==> src/rtl/ht_reset_seq_pkg.sv <==
`default_nettype none
// ============================================================================
// Module   : ht_reset_seq_pkg
// Purpose  : Shared types and helpers for the HT staged reset sequencer.
// Revision : 1.0 - initial release
// ============================================================================
package ht_reset_seq_pkg;

  // Sequencer phases, in the order a normal bring-up walks through them
  typedef enum logic [2:0] {
    ST_ASSERT  = 3'd0,
    ST_RELEASE = 3'd1,
    ST_WAIT    = 3'd2,
    ST_GAP     = 3'd3,
    ST_RUN     = 3'd4
  } seq_state_e;

  // Bits needed to hold values 0..max_val-1, never less than one bit
  function automatic int cnt_width(input int max_val);
    return ($clog2(max_val) < 1) ? 1 : $clog2(max_val);
  endfunction

endpackage
`default_nettype wire

==> src/rtl/ht_reset_stage_cnt.sv <==
`default_nettype none
// ============================================================================
// Module   : ht_reset_stage_cnt
// Purpose  : Loadable saturating down-counter with zero flag. One instance is
//            shared by the hold, timeout and gap phases of the sequencer.
// Revision : 1.0 - initial release
// ============================================================================
module ht_reset_stage_cnt #(
  parameter int WIDTH = 4
) (
  input  logic             clk,
  input  logic             i_reset,
  input  logic             i_load,
  input  logic [WIDTH-1:0] i_load_val,
  input  logic             i_dec,
  output logic             o_zero
);

  logic [WIDTH-1:0] r_cnt;

  // Load has priority; decrement stops at zero instead of wrapping
  always_ff @(posedge clk or posedge i_reset) begin
    if (i_reset) begin
      r_cnt <= '0;
    end else if (i_load) begin
      r_cnt <= i_load_val;
    end else if (i_dec && (r_cnt != '0)) begin
      r_cnt <= r_cnt - 1'b1;
    end
  end

  assign o_zero = (r_cnt == '0);

endmodule
`default_nettype wire

==> src/rtl/ht_reset_sequencer.sv <==
`default_nettype none
// ============================================================================
// Module   : ht_reset_sequencer
// Purpose  : Staged reset controller. Holds every unit in reset, then releases
//            units one at a time in index order, waiting for each unit's ready
//            (or a timeout) plus an idle gap before the next release. A
//            software request re-runs the whole sequence.
// Revision : 1.0 - initial release
// ============================================================================
module ht_reset_sequencer
  import ht_reset_seq_pkg::*;
#(
  parameter int N_UNITS     = 3,
  parameter int HOLD_CYCLES = 16,
  parameter int GAP_CYCLES  = 4,
  parameter int TIMEOUT     = 1024
) (
  input  logic               clk,
  input  logic               i_reset,
  input  logic               i_soft_reset,
  input  logic [N_UNITS-1:0] i_unit_ready,
  output logic [N_UNITS-1:0] o_unit_reset,
  output logic               o_all_ready,
  output logic               o_busy,
  output logic [N_UNITS-1:0] o_timeout,
  output logic               o_fault
);

  // One counter covers all three timed phases, so size it for the longest
  localparam int c_max_a  = (HOLD_CYCLES > TIMEOUT) ? HOLD_CYCLES : TIMEOUT;
  localparam int c_max_ld = (c_max_a > GAP_CYCLES) ? c_max_a : GAP_CYCLES;
  localparam int c_cnt_w  = cnt_width(c_max_ld);
  localparam int c_k_w    = cnt_width(N_UNITS);

  // Counter counts down to zero, so a phase of L cycles loads L-1.
  // A zero gap still spends one cycle in GAP, same as a gap of one.
  localparam logic [c_cnt_w-1:0] c_hold_ld = c_cnt_w'(HOLD_CYCLES - 1);
  localparam logic [c_cnt_w-1:0] c_wait_ld = c_cnt_w'(TIMEOUT - 1);
  localparam logic [c_cnt_w-1:0] c_gap_ld  =
    c_cnt_w'((GAP_CYCLES > 0) ? (GAP_CYCLES - 1) : 0);
  localparam logic [c_k_w-1:0]   c_last_k  = c_k_w'(N_UNITS - 1);

  seq_state_e         r_state;
  logic [c_k_w-1:0]   r_k;
  logic [1:0]         r_sync;
  logic [N_UNITS-1:0] r_unit_reset;
  logic [N_UNITS-1:0] r_timeout;
  logic [N_UNITS-1:0] r_ready_q;
  logic               r_all_ready;
  logic               r_busy;
  logic               r_fault;

  logic               w_sync_rst;
  logic               w_rdy_k;
  logic               w_load;
  logic               w_dec;
  logic [c_cnt_w-1:0] w_load_val;
  logic               w_zero;

  // Reset deassertion synchroniser: set asynchronously, clears over two edges
  always_ff @(posedge clk or posedge i_reset) begin
    if (i_reset) begin
      r_sync <= 2'b11;
    end else begin
      r_sync <= {r_sync[0], 1'b0};
    end
  end

  assign w_sync_rst = r_sync[1];
  assign w_rdy_k    = i_unit_ready[r_k];

  // Counter control: reload on entry to each timed phase, tick down inside it
  always_comb begin
    w_load     = 1'b0;
    w_dec      = 1'b0;
    w_load_val = c_hold_ld;
    if (w_sync_rst || i_soft_reset) begin
      w_load     = 1'b1;
      w_load_val = c_hold_ld;
    end else begin
      case (r_state)
        ST_ASSERT:  w_dec = 1'b1;
        ST_RELEASE: begin
          w_load     = 1'b1;
          w_load_val = c_wait_ld;
        end
        ST_WAIT: begin
          if (w_rdy_k || w_zero) begin
            w_load     = 1'b1;
            w_load_val = c_gap_ld;
          end else begin
            w_dec = 1'b1;
          end
        end
        ST_GAP:     w_dec = 1'b1;
        default:    w_dec = 1'b0;
      endcase
    end
  end

  ht_reset_stage_cnt #(
    .WIDTH (c_cnt_w)
  ) u_stage_cnt (
    .clk        (clk),
    .i_reset    (i_reset),
    .i_load     (w_load),
    .i_load_val (w_load_val),
    .i_dec      (w_dec),
    .o_zero     (w_zero)
  );

  // Previous-cycle readies, used to spot a ready falling while running
  always_ff @(posedge clk or posedge i_reset) begin
    if (i_reset) begin
      r_ready_q <= '0;
    end else begin
      r_ready_q <= i_unit_ready;
    end
  end

  // Sequencer state machine with registered outputs; soft reset wins over all
  always_ff @(posedge clk or posedge i_reset) begin
    if (i_reset) begin
      r_state      <= ST_ASSERT;
      r_k          <= '0;
      r_unit_reset <= '1;
      r_all_ready  <= 1'b0;
      r_busy       <= 1'b1;
      r_timeout    <= '0;
      r_fault      <= 1'b0;
    end else if (w_sync_rst || i_soft_reset) begin
      r_state      <= ST_ASSERT;
      r_k          <= '0;
      r_unit_reset <= '1;
      r_all_ready  <= 1'b0;
      r_busy       <= 1'b1;
      r_timeout    <= '0;
      r_fault      <= 1'b0;
    end else begin
      case (r_state)
        ST_ASSERT: begin
          if (w_zero) r_state <= ST_RELEASE;
        end
        ST_RELEASE: begin
          r_unit_reset[r_k] <= 1'b0;
          r_state           <= ST_WAIT;
        end
        ST_WAIT: begin
          // Ready checked first so a last-cycle ready never raises a timeout
          if (w_rdy_k) begin
            r_state <= ST_GAP;
          end else if (w_zero) begin
            r_timeout[r_k] <= 1'b1;
            r_state        <= ST_GAP;
          end
        end
        ST_GAP: begin
          if (w_zero) begin
            if (r_k == c_last_k) begin
              r_state <= ST_RUN;
              r_busy  <= 1'b0;
            end else begin
              r_k     <= r_k + 1'b1;
              r_state <= ST_RELEASE;
            end
          end
        end
        ST_RUN: begin
          r_all_ready <= &i_unit_ready;
          if (|(r_ready_q & ~i_unit_ready)) r_fault <= 1'b1;
        end
        default: r_state <= ST_ASSERT;
      endcase
    end
  end

  assign o_unit_reset = r_unit_reset;
  assign o_all_ready  = r_all_ready;
  assign o_busy       = r_busy;
  assign o_timeout    = r_timeout;
  assign o_fault      = r_fault;

endmodule
`default_nettype wire

==> config.mk <==
export PLATFORM = sky130hd
export DESIGN_NAME = ht_reset_sequencer
export DESIGN_NICKNAME = d
export VERILOG_FILES = /design/src/rtl/ht_reset_seq_pkg.sv /design/src/rtl/ht_reset_stage_cnt.sv /design/src/rtl/ht_reset_sequencer.sv
export SDC_FILE = /design/constraint.sdc
export NUM_CORES = 1
export LEC_CHECK = 0
export CORE_AREA = 8 8 65 67
export DETAILED_ROUTE_END_ITERATION = 10
export DIE_AREA = 0 0 73 75
export GPL_ROUTABILITY_DRIVEN = 0
export GPL_TIMING_DRIVEN = 0
export HOLD_SLACK_MARGIN = 0.05
export PLACE_DENSITY = 0.72
export SYNTH_ARGS = -nofsm -noshare
export SYNTH_HDL_FRONTEND = slang
export SYNTH_SLANG_ARGS = --single-unit
==> constraint.sdc <==
create_clock -name clk -period 2.1 [get_ports clk]
set_input_delay 0.42 -clock clk [delete_from_list [all_inputs] [get_ports clk]]
set_output_delay 0.42 -clock clk [all_outputs]
set_load 0.1 [all_outputs]
==> impl_metrics.yaml, run 1 <==
grt:
  grt_usage: 0.1482
  top_usage_layer: "met2"
  grt_max_degree: 30
  antenna_found_initial: 0
  use_met2: 0.2483
  grt_use_met1: 0.1697
  grt_overflow_total: 0
  first_global_vias: 1362
  use_met3: 0.04927
  grt_pass1_wl_um: 6292
critical_path:
  end_kind: "flop"
  crit_type: "flop to flop"
  start_kind: "flop"
  max_stage_delay_ns: 0.45
  slowest_stage: "or4b_4"
  path_max_fanout: 7
  arrival_ns: 2.43
  worstPathCellList: "inv_2 > ha_1 > or4b_4 > or3_4 > buf_6 > a21o_4 > o211ai_1 > o311ai_2"
  crit_family: "simple AND/OR/NAND/NOR gates"
  timing.critical_path.buf_inv: 2
  critical_path_required_ns: 2.26
timing:
  hold_viol_final: 0
  relSlewSlack: 0.2698
  timing.fmax_mhz: 441.0
  min_period_ns: 2.267
  timing.final.crit_share: 1.080
  tightest_slew_ns: 1.094
  drv_slew: 0
  worst_slack_ns: -0.1674
  clock_skew_ns: 0.01528
  grt_setup_unrepaired: "true"
  tns_ns: -1.066
  setup_violations: 12
layout:
  nNetsFinal: 195
  nFillCells: 278
  post-route-util: 0.6094
  diodes: 0
  area_growth_pct: 26.63
  drive_gt1_frac: 0.2973
yosys:
  synth_top_family_by_area: "simple AND/OR/NAND/NOR gates"
  synth_top_area_cell: "dfrtp_1"
  syn-num-nets: 164
  yosys.area_share.simple: 0.2269
  yosys-top-cells-area: "dfrtp_1 (37%), dfstp_2 (10%), nor2_1 (4.3%), ha_1 (4.0%), nand2_1 (3.9%)"
  synth-edff-count: 0
  synthTopCellsByCount: "dfrtp_1 (23), nor2_1 (18), nand2_1 (16), a21oi_1 (9), inv_1 (8)"
  seq_area_frac_synth: 0.4714
  synth_top_area_frac: 0.3701
  synth_most_common_cell: "dfrtp_1"
  synthCells: 153
  synthAdderAreaFrac: 0.04023
  syn_area_um2: 1555
  ys_types: 48
  synthArstFlopShare: 1.000
  synth_xor_xnor_area_share: 0.01126
  synthMuxAreaShare: 0.01368
  synth-warning-count: 0
  syn_avg_cell_area_um2: 10.16
  dominantRegCellSynth: "dfrtp_1"
  ys_ff_latch: 29
  synth-compound-area-share: 0.1866
detailed_routing:
  ant_nets: 0
  wirelength_um: 3744
  drc_errors: 0
  via_count: 1305
  via_per_inst: 5.649
  dr.pass1.iters: 4
  first_iter_violations: 71
  wl_per_cell_um: 16.21
cts:
  clk_latency_ns: 0.33
  cts_tree: "done"
  cts-htree-levels: 2
  cts-root-buf: "clkbuf_4"
  clock_sinks: 29
  path_clk_slew_ns: 0.09
  holdBufCountCts: 0
  clock_path_buffers: 2
  numCtsBuffers: 5
job:
  cap_violations: 0
power:
  p_per_area_nw_per_um2: 534.3
  p_leak_nw: 0.8674
  ir_drop_mv: 0.3687
outcome:
  status: "finished with violations"
  violations: "setup timing"
floorplanning:
  die_width_um: 73
  core.rowCount: 21
  design.die.area_um2: 5475
  pin_count: 15
  die_h_um: 75
  coreArea_um2: 3232
  start_util: 0.4812
placement:
  pre_cts_slack_ns: -0.2905
  place_hpwl_um: 2370
  port_buffers: 14
hold_path:
  hold_path_class: "flop to flop"
metrics by stage:
stage	total power, mW	std cells	cell area [um^2]	hold WS [ns]
detailed placement	0.6869	213	1753	0.3491
global placement	0.6825	213	1753	0.3483
global route	1.106	231	1969	0.3627
CTS	1.066	232	1948	0.3616
floorplan	0.6562	153	1555	0.3452
finish	1.052	231	1969	0.3599
metal layers:
layer  vias to the layer above  share of wire
met5                         -              0
met4                         0          0.014
met3                         6          0.050
met2                        35           0.51
met1                       646           0.42
li1                        618              -
what timing repair did:
action	in CTS	in global routing
pin swaps	4	0
cloned	2	0
endpoints found under the setup margin	22	14
buffers inserted	9	0
resized for setup	31	6
cell type report:
cell class | instances | area, um^2 | area share
multi-input cells | 112 | 835.8 | 0.4244
clock buffers | 8 | 58.81 | 0.02986
inverters | 8 | 30.03 | 0.01525
flip-flops and latches | 29 | 733.2 | 0.3723
plain buffers | 4 | 32.53 | 0.01652
repair buffers | 24 | 221.5 | 0.1125
well taps | 46 | 57.56 | 0.02922
worst reg2reg max path, stage by stage, from the launching register on:
cell	delay, ns
dfrtp_1	0.41
inv_2	0.06
ha_1	0.14
or4b_4	0.45
or3_4	0.41
buf_6	0.15
a21o_4	0.20
o211ai_1	0.13
o311ai_2	0.16
placed cells by master, fill, tap and decap left out, drive strengths merged, types with 6 or more instances in the layout:
cell type and n:
dfstp 6, a21oi 9, inv 8, nor2 18
nand2 16, clkbuf 11, buf 11, dfrtp 23
report_power, final:
part,internal (mW),switching [mW]
Combinational,0.0512,0.0737
Sequential,0.570,0.00759
Clock,0.165,0.184
Total,0.786,0.266
final timing paths:
kind                                                   from                          endpoint  slack, ns  cells after the start
max in group asynchronous                           i_reset  u_stage_cnt.r_cnt[9]$_DFFE_PP0P_       0.77                      2
max reg2reg                u_stage_cnt.r_cnt[0]$_DFFE_PP0P_  u_stage_cnt.r_cnt[2]$_DFFE_PP0P_      -0.17                      8
min                                     r_sync[0]$_DFF_PP1_               r_sync[1]$_DFF_PP1_       0.36                      0
min reg2reg                             r_sync[0]$_DFF_PP1_               r_sync[1]$_DFF_PP1_       0.36                      0
max                        u_stage_cnt.r_cnt[0]$_DFFE_PP0P_  u_stage_cnt.r_cnt[2]$_DFFE_PP0P_      -0.17                      8
min in group asynchronous                           i_reset  u_stage_cnt.r_cnt[6]$_DFFE_PP0P_       0.66                      2
cell families after synthesis:
group / Yosys count
AOI/OAI and AO/OA: 36
xor gates and xnor gates: 2
and+or+nand+nor: 65
adders and majority gates: 5
muxes: 2
DFF: 29
other: 1
buffers and inverters: 13
state kept, by name (all words and copies together), names as in the netlist:
register and flops:
u_stage_cnt.r_cnt 10, o_unit_reset 3, o_timeout 3, o_all_ready 1, r_k 2, o_busy 1
r_ready_q 3, r_sync 2, o_fault 1, r_state 3
Note: power is estimated with default switching activity, not from simulation.
==> run 2: changes to the inputs <==
--- a/config.mk
+++ b/config.mk
@@ -5,13 +5,13 @@
 export SDC_FILE = /design/constraint.sdc
 export NUM_CORES = 1
 export LEC_CHECK = 0
-export CORE_AREA = 8 8 65 67
+export CORE_AREA = 8 8 69 71
 export DETAILED_ROUTE_END_ITERATION = 10
-export DIE_AREA = 0 0 73 75
+export DIE_AREA = 0 0 77 79
 export GPL_ROUTABILITY_DRIVEN = 0
 export GPL_TIMING_DRIVEN = 0
 export HOLD_SLACK_MARGIN = 0.05
-export PLACE_DENSITY = 0.72
+export RECOVER_POWER = 100
 export SYNTH_ARGS = -nofsm -noshare
 export SYNTH_HDL_FRONTEND = slang
 export SYNTH_SLANG_ARGS = --single-unit
==> run 2 against run 1 <==
- the flow still finishes with violations (setup timing)
- maximum frequency grew 0.62%
- via count increased by 3.1%
- register-to-register slack hardly changed
- final cell count increased by 5.2%
- cell area is 3.8% higher
- wire length increased by 3.1%
- critical endpoint is now u_stage_cnt.r_cnt[7]$_DFFE_PP0P_
- largest power group unchanged
- highest routed layer unchanged
==> impl_metrics.yaml, run 2 (same netlist as run 1, synthesis figures left out) <==
outcome:
  status: "finished with violations"
  violations: "setup timing"
floorplanning:
  start_util: 0.4094
  coreArea_um2: 3799
  core.rowCount: 23
  die_width_um: 77
  design.die.area_um2: 6083
  pin_count: 15
  die_h_um: 79
critical_path:
  reg2reg_depth: 8
  critical_path_required_ns: 2.27
  reg2reg_slack_ns: -0.15
  start_kind: "flop"
  path_max_fanout: 5
  crit_type: "flop to flop"
  arrival_ns: 2.42
  timing.rr.end: "u_stage_cnt.r_cnt[7]$_DFFE_PP0P_"
  reg2reg_from: "u_stage_cnt.r_cnt[0]$_DFFE_PP0P_"
  end_kind: "flop"
grt:
  grt_max_degree: 30
  first_global_vias: 1334
  grt_overflow_total: 0
  antenna_found_initial: 0
  grt_usage: 0.1247
  grt_pass1_wl_um: 6085
placement:
  place_hpwl_um: 2430
  port_buffers: 14
  pre_cts_slack_ns: -0.2428
  dpl-instance-area_um2: 1758
cts:
  clk_latency_ns: 0.28
  cts-htree-levels: 2
  clock_path_buffers: 2
  clock_sinks: 29
  cts_tree: "done"
  path_clk_slew_ns: 0.06
  cts-root-buf: "clkbuf_8"
  holdBufCountCts: 0
  numCtsBuffers: 5
layout:
  diodes: 0
  nFillCells: 357
  area_growth_pct: 31.46
  multi_input_area_um2: 847.1
  post-route-util: 0.5382
  nNetsFinal: 203
  mostFrequentLayoutCells: "dfrtp_1 (23), nor2_1 (16), nand2_1 (15), buf_4 (15)"
  final_common_cell: "dfrtp_1"
  top_register: "u_stage_cnt.r_cnt"
  drive_gt1_frac: 0.3264
  final_area_um2: 2044
  largest_register_ffs: 10
  seqCellArea_um2: 733.2
timing:
  timing.final.crit_share: 1.073
  tightest_slew_ns: 1.176
  clock_skew_ns: 0.002829
  timing.fmax_mhz: 443.8
  drv_slew: 0
  tns_ns: -1.016
  worst_slack_ns: -0.1534
  grt_setup_unrepaired: "true"
  relSlewSlack: 0.2196
  min_period_ns: 2.253
  hold_viol_final: 0
  setup_violations: 15
power:
  p_seq_frac: 0.476
  clkPwrFrac: 0.417
  p_sw_frac: 0.2436
  p_total_mw: 1.217
  p_leak_nw: 0.8806
  p_per_area_nw_per_um2: 595.4
  internal_power_mw: 0.9207
  p_switching_mw: 0.2965
  comb_power_share: 0.107
  ir_drop_mv: 0.4065
hold_path:
  hold_start: "r_sync[0]$_DFF_PP1_"
  holdPathStages: 0
  hold_path_class: "flop to flop"
  hold_end: "r_sync[1]$_DFF_PP1_"
detailed_routing:
  drc_errors: 0
  via_per_inst: 5.539
  ant_nets: 0
  via_count: 1346
  wirelength_um: 3860
  dr.pass1.iters: 4
  wl_per_cell_um: 15.88
  first_iter_violations: 69
job:
  cap_violations: 0
## run 2: power by group through the flow
stage / combinational (mW) / sequential, mW / clock [mW]
after CTS: 0.119 / 0.579 / 0.518
final: 0.131 / 0.579 / 0.507
after floorplan: 0.0648 / 0.591 / 0
after global placement: 0.0957 / 0.588 / 0
after global routing: 0.142 / 0.580 / 0.541
after detailed placement: 0.0991 / 0.589 / 0
## run 2: repair_timing
item                                    4_1_cts  5_1_grt
endpoints found under the setup margin       22       22
gates cloned                                  2        1
resized for setup                            17       15
setup buffers                                13        2
pin swaps                                     5        3
## run 2: how the worst max path moves through the flow
stage | endpoint | slack (ns) | from
3_3_place_gp | u_stage_cnt.r_cnt[6]$_DFFE_PP0P_ | -0.21 | i_unit_ready[1]
2_1_floorplan | u_stage_cnt.r_cnt[4]$_DFFE_PP0P_ | -0.08 | u_stage_cnt.r_cnt[0]$_DFFE_PP0P_
5_1_grt | u_stage_cnt.r_cnt[7]$_DFFE_PP0P_ | -0.23 | u_stage_cnt.r_cnt[0]$_DFFE_PP0P_
3_5_place_dp | u_stage_cnt.r_cnt[6]$_DFFE_PP0P_ | -0.24 | i_unit_ready[0]
6_report | u_stage_cnt.r_cnt[7]$_DFFE_PP0P_ | -0.15 | u_stage_cnt.r_cnt[0]$_DFFE_PP0P_
4_1_cts | u_stage_cnt.r_cnt[7]$_DFFE_PP0P_ | -0.14 | u_stage_cnt.r_cnt[0]$_DFFE_PP0P_
## run 2: metrics by stage
stage	std cells	hold slack, ns
after floorplan	153	0.3452
after global placement	217	0.3502
after detailed placement	217	0.3472
after CTS	240	0.3623
after global routing	243	0.3687
final	243	0.3611
## run 2: per-layer routing
layer / GRT usage / wire length (um) / vias up / share of wire
met5: 0 / 0 / - / 0
met4: 0.04717 / 65 / 0 / 0.017
met3: 0.04515 / 177 / 8 / 0.046
met2: 0.2082 / 1918 / 34 / 0.50
met1: 0.1441 / 1698 / 671 / 0.44
li1: - / - / 633 / -
## run 2: layout make-up
type	instances	area share
Timing Repair Buffer	30	0.1108
Clock inverter	1	0.002448
Inverter	8	0.01469
Multi-Input combinational cell	113	0.4143
Buffer	5	0.02142
Sequential cell	29	0.3586
Tap cell	50	0.03060
Clock buffer	7	0.04712
## run 2: critical path, cell delays in order (launching register included)
cell      delay (ns)
dfrtp_1         0.40
inv_2           0.06
ha_1            0.12
or4b_4          0.45
or3_1           0.33
buf_6           0.14
o211a_4         0.15
or3_1           0.36
o2111a_1        0.12
==> run 3: changes to the inputs <==
==> constraint.sdc (replaced) <==
create_clock -name clk -period 1.9 [get_ports clk]
set_input_delay 0.38 -clock clk [delete_from_list [all_inputs] [get_ports clk]]
set_output_delay 0.38 -clock clk [all_outputs]
set_load 0.1 [all_outputs]
==> run 3 against run 2 <==
- the flow still finishes with violations (setup timing)
- clock power rose by 3%
- total power rose by 7.0%
- clock skew rose by 0.0034 ns
- final cell count fell by 1.2%
- first-iteration DRC count rose by 7.2%
- critical path depth did not move
- worst hold slack got worse by 0.0018 ns
- flip-flop and latch count did not move
- worst setup slack got worse by 0.22 ns
- global-route usage fell by 0.17 points
- utilization barely moved
- register-to-register slack got worse by 0.22 ns
- largest power group unchanged
==> impl_metrics.yaml, run 3 (same netlist as run 1, synthesis figures left out) <==
outcome:
  status: "finished with violations"
  violations: "setup timing"
detailed_routing:
  via_per_inst: 5.471
  via_count: 1313
  drc_errors: 0
  wirelength_um: 3829
  dr.pass1.iters: 4
  first_iter_violations: 74
  ant_nets: 0
  wl_per_cell_um: 15.95
placement:
  dp_cells: 217
  port_buffers: 14
  dpl-instance-area_um2: 1758
  pre_cts_slack_ns: -0.4342
  place_hpwl_um: 2447
layout:
  area_growth_pct: 31.54
  diodes: 0
  final_common_cell: "dfrtp_1"
  largest_register_ffs: 10
  mostFrequentLayoutCells: "dfrtp_1 (22), nor2_1 (18), nand2_1 (15), buf_4 (12), clkbuf_8 (7)"
  top_register: "u_stage_cnt.r_cnt"
  post-route-util: 0.5385
  nFillCells: 356
  nNetsFinal: 200
  instances_no_fill: 240
  drive_gt1_frac: 0.3579
  final_area_um2: 2046
timing:
  worst_slack_ns: -0.3778
  timing.final.crit_share: 1.199
  min_period_ns: 2.278
  setup_violations: 19
  relSlewSlack: 0.2792
  timing.fmax_mhz: 439.0
  tns_ns: -5.125
  hold_ws_ns: 0.3593
  hold_viol_final: 0
  grt_setup_unrepaired: "true"
  clock_skew_ns: 0.006214
  tightest_slew_ns: 1.080
  drv_slew: 0
critical_path:
  max_stage_delay_ns: 0.45
  arrival_ns: 2.45
  timing.critical_path.buf_inv: 2
  start_kind: "flop"
  worstPathCellList: "inv_2 > ha_1 > or4b_4 > or3_1 > buf_6 > o211a_2 > or3_1 > o2111a_1"
  cp_common_cell: "or3_1"
  critical_path_required_ns: 2.07
  end_kind: "flop"
  path_max_fanout: 5
  crit_type: "flop to flop"
  slowest_stage: "or4b_4"
  crit_family: "simple AND/OR/NAND/NOR gates"
cts:
  clock_path_buffers: 2
  cts-root-buf: "clkbuf_8"
  clock_sinks: 29
  clk_latency_ns: 0.28
  cts-htree-levels: 2
  holdBufCountCts: 0
  cts_tree: "done"
  numCtsBuffers: 5
  path_clk_slew_ns: 0.06
floorplanning:
  core.rowCount: 23
  die_h_um: 79
  die_width_um: 77
  pin_count: 15
  design.die.area_um2: 6083
  coreArea_um2: 3799
  start_util: 0.4094
job:
  cap_violations: 0
grt:
  grt_pass1_wl_um: 6037
  antenna_found_initial: 0
  grt_usage: 0.1230
  first_global_vias: 1306
  grt_max_degree: 30
  grt_overflow_total: 0
power:
  p_per_area_nw_per_um2: 636.5
  ir_drop_mv: 0.3809
  p_leak_nw: 0.8838
  p_total_mw: 1.302
hold_path:
  hold_path_class: "flop to flop"
[run 3: worst reg2reg max path, stage by stage (launching register included)]
cell and delay, ns:
dfrtp_1 0.40, inv_2 0.07, ha_1 0.13, or4b_4 0.45, or3_1 0.33, buf_6 0.14
o211a_2 0.14, or3_1 0.37, o2111a_1 0.14
[run 3: metal layers]
layer	track usage	wire length, um
met1	0.1407	1719
met3	0.04063	157
met4	0.06604	84
met2	0.2014	1867
met5	0	0
[run 3: layout make-up]
cell class                 count  area [um^2]  share of cell area
buffer                         5        43.79             0.02141
timing repair buffer          28        242.7              0.1187
clock buffer                   8        90.09             0.04404
tap                           50        62.56             0.03058
multi-input combinational    112        842.1              0.4116
inverter                       8        30.03             0.01468
sequential                    29        734.5              0.3590
[run 3: worst paths after layout]
kind                            slack, ns  depth (start not counted)                        startpoint                          endpoint
worst max-delay path                -0.38                          8  u_stage_cnt.r_cnt[0]$_DFFE_PP0P_  u_stage_cnt.r_cnt[7]$_DFFE_PP0P_
worst min register to register       0.36                          0               r_sync[0]$_DFF_PP1_               r_sync[1]$_DFF_PP1_
worst min-delay path                 0.36                          0               r_sync[0]$_DFF_PP1_               r_sync[1]$_DFF_PP1_
max in group asynchronous            0.37                          2                           i_reset  u_stage_cnt.r_cnt[4]$_DFFE_PP0P_
min in group asynchronous            0.81                          2                           i_reset  u_stage_cnt.r_cnt[2]$_DFFE_PP0P_
worst max register to register      -0.38                          8  u_stage_cnt.r_cnt[0]$_DFFE_PP0P_  u_stage_cnt.r_cnt[7]$_DFFE_PP0P_
[run 3: report_power, final]
group	switching (mW)	leakage, nW	internal [mW]	total, mW
combinational	0.0810	0.485	0.0578	0.139
sequential	0.00890	0.353	0.631	0.640
clock	0.228	0.0455	0.295	0.523
[run 3: what timing repair did]
action	4_1_cts	5_1_grt
buffers inserted	9	4
pin swaps	4	7
endpoints found under the setup margin	27	22
endpoints found under the hold margin	0	0
gates cloned	0	2
resized for setup	34	12
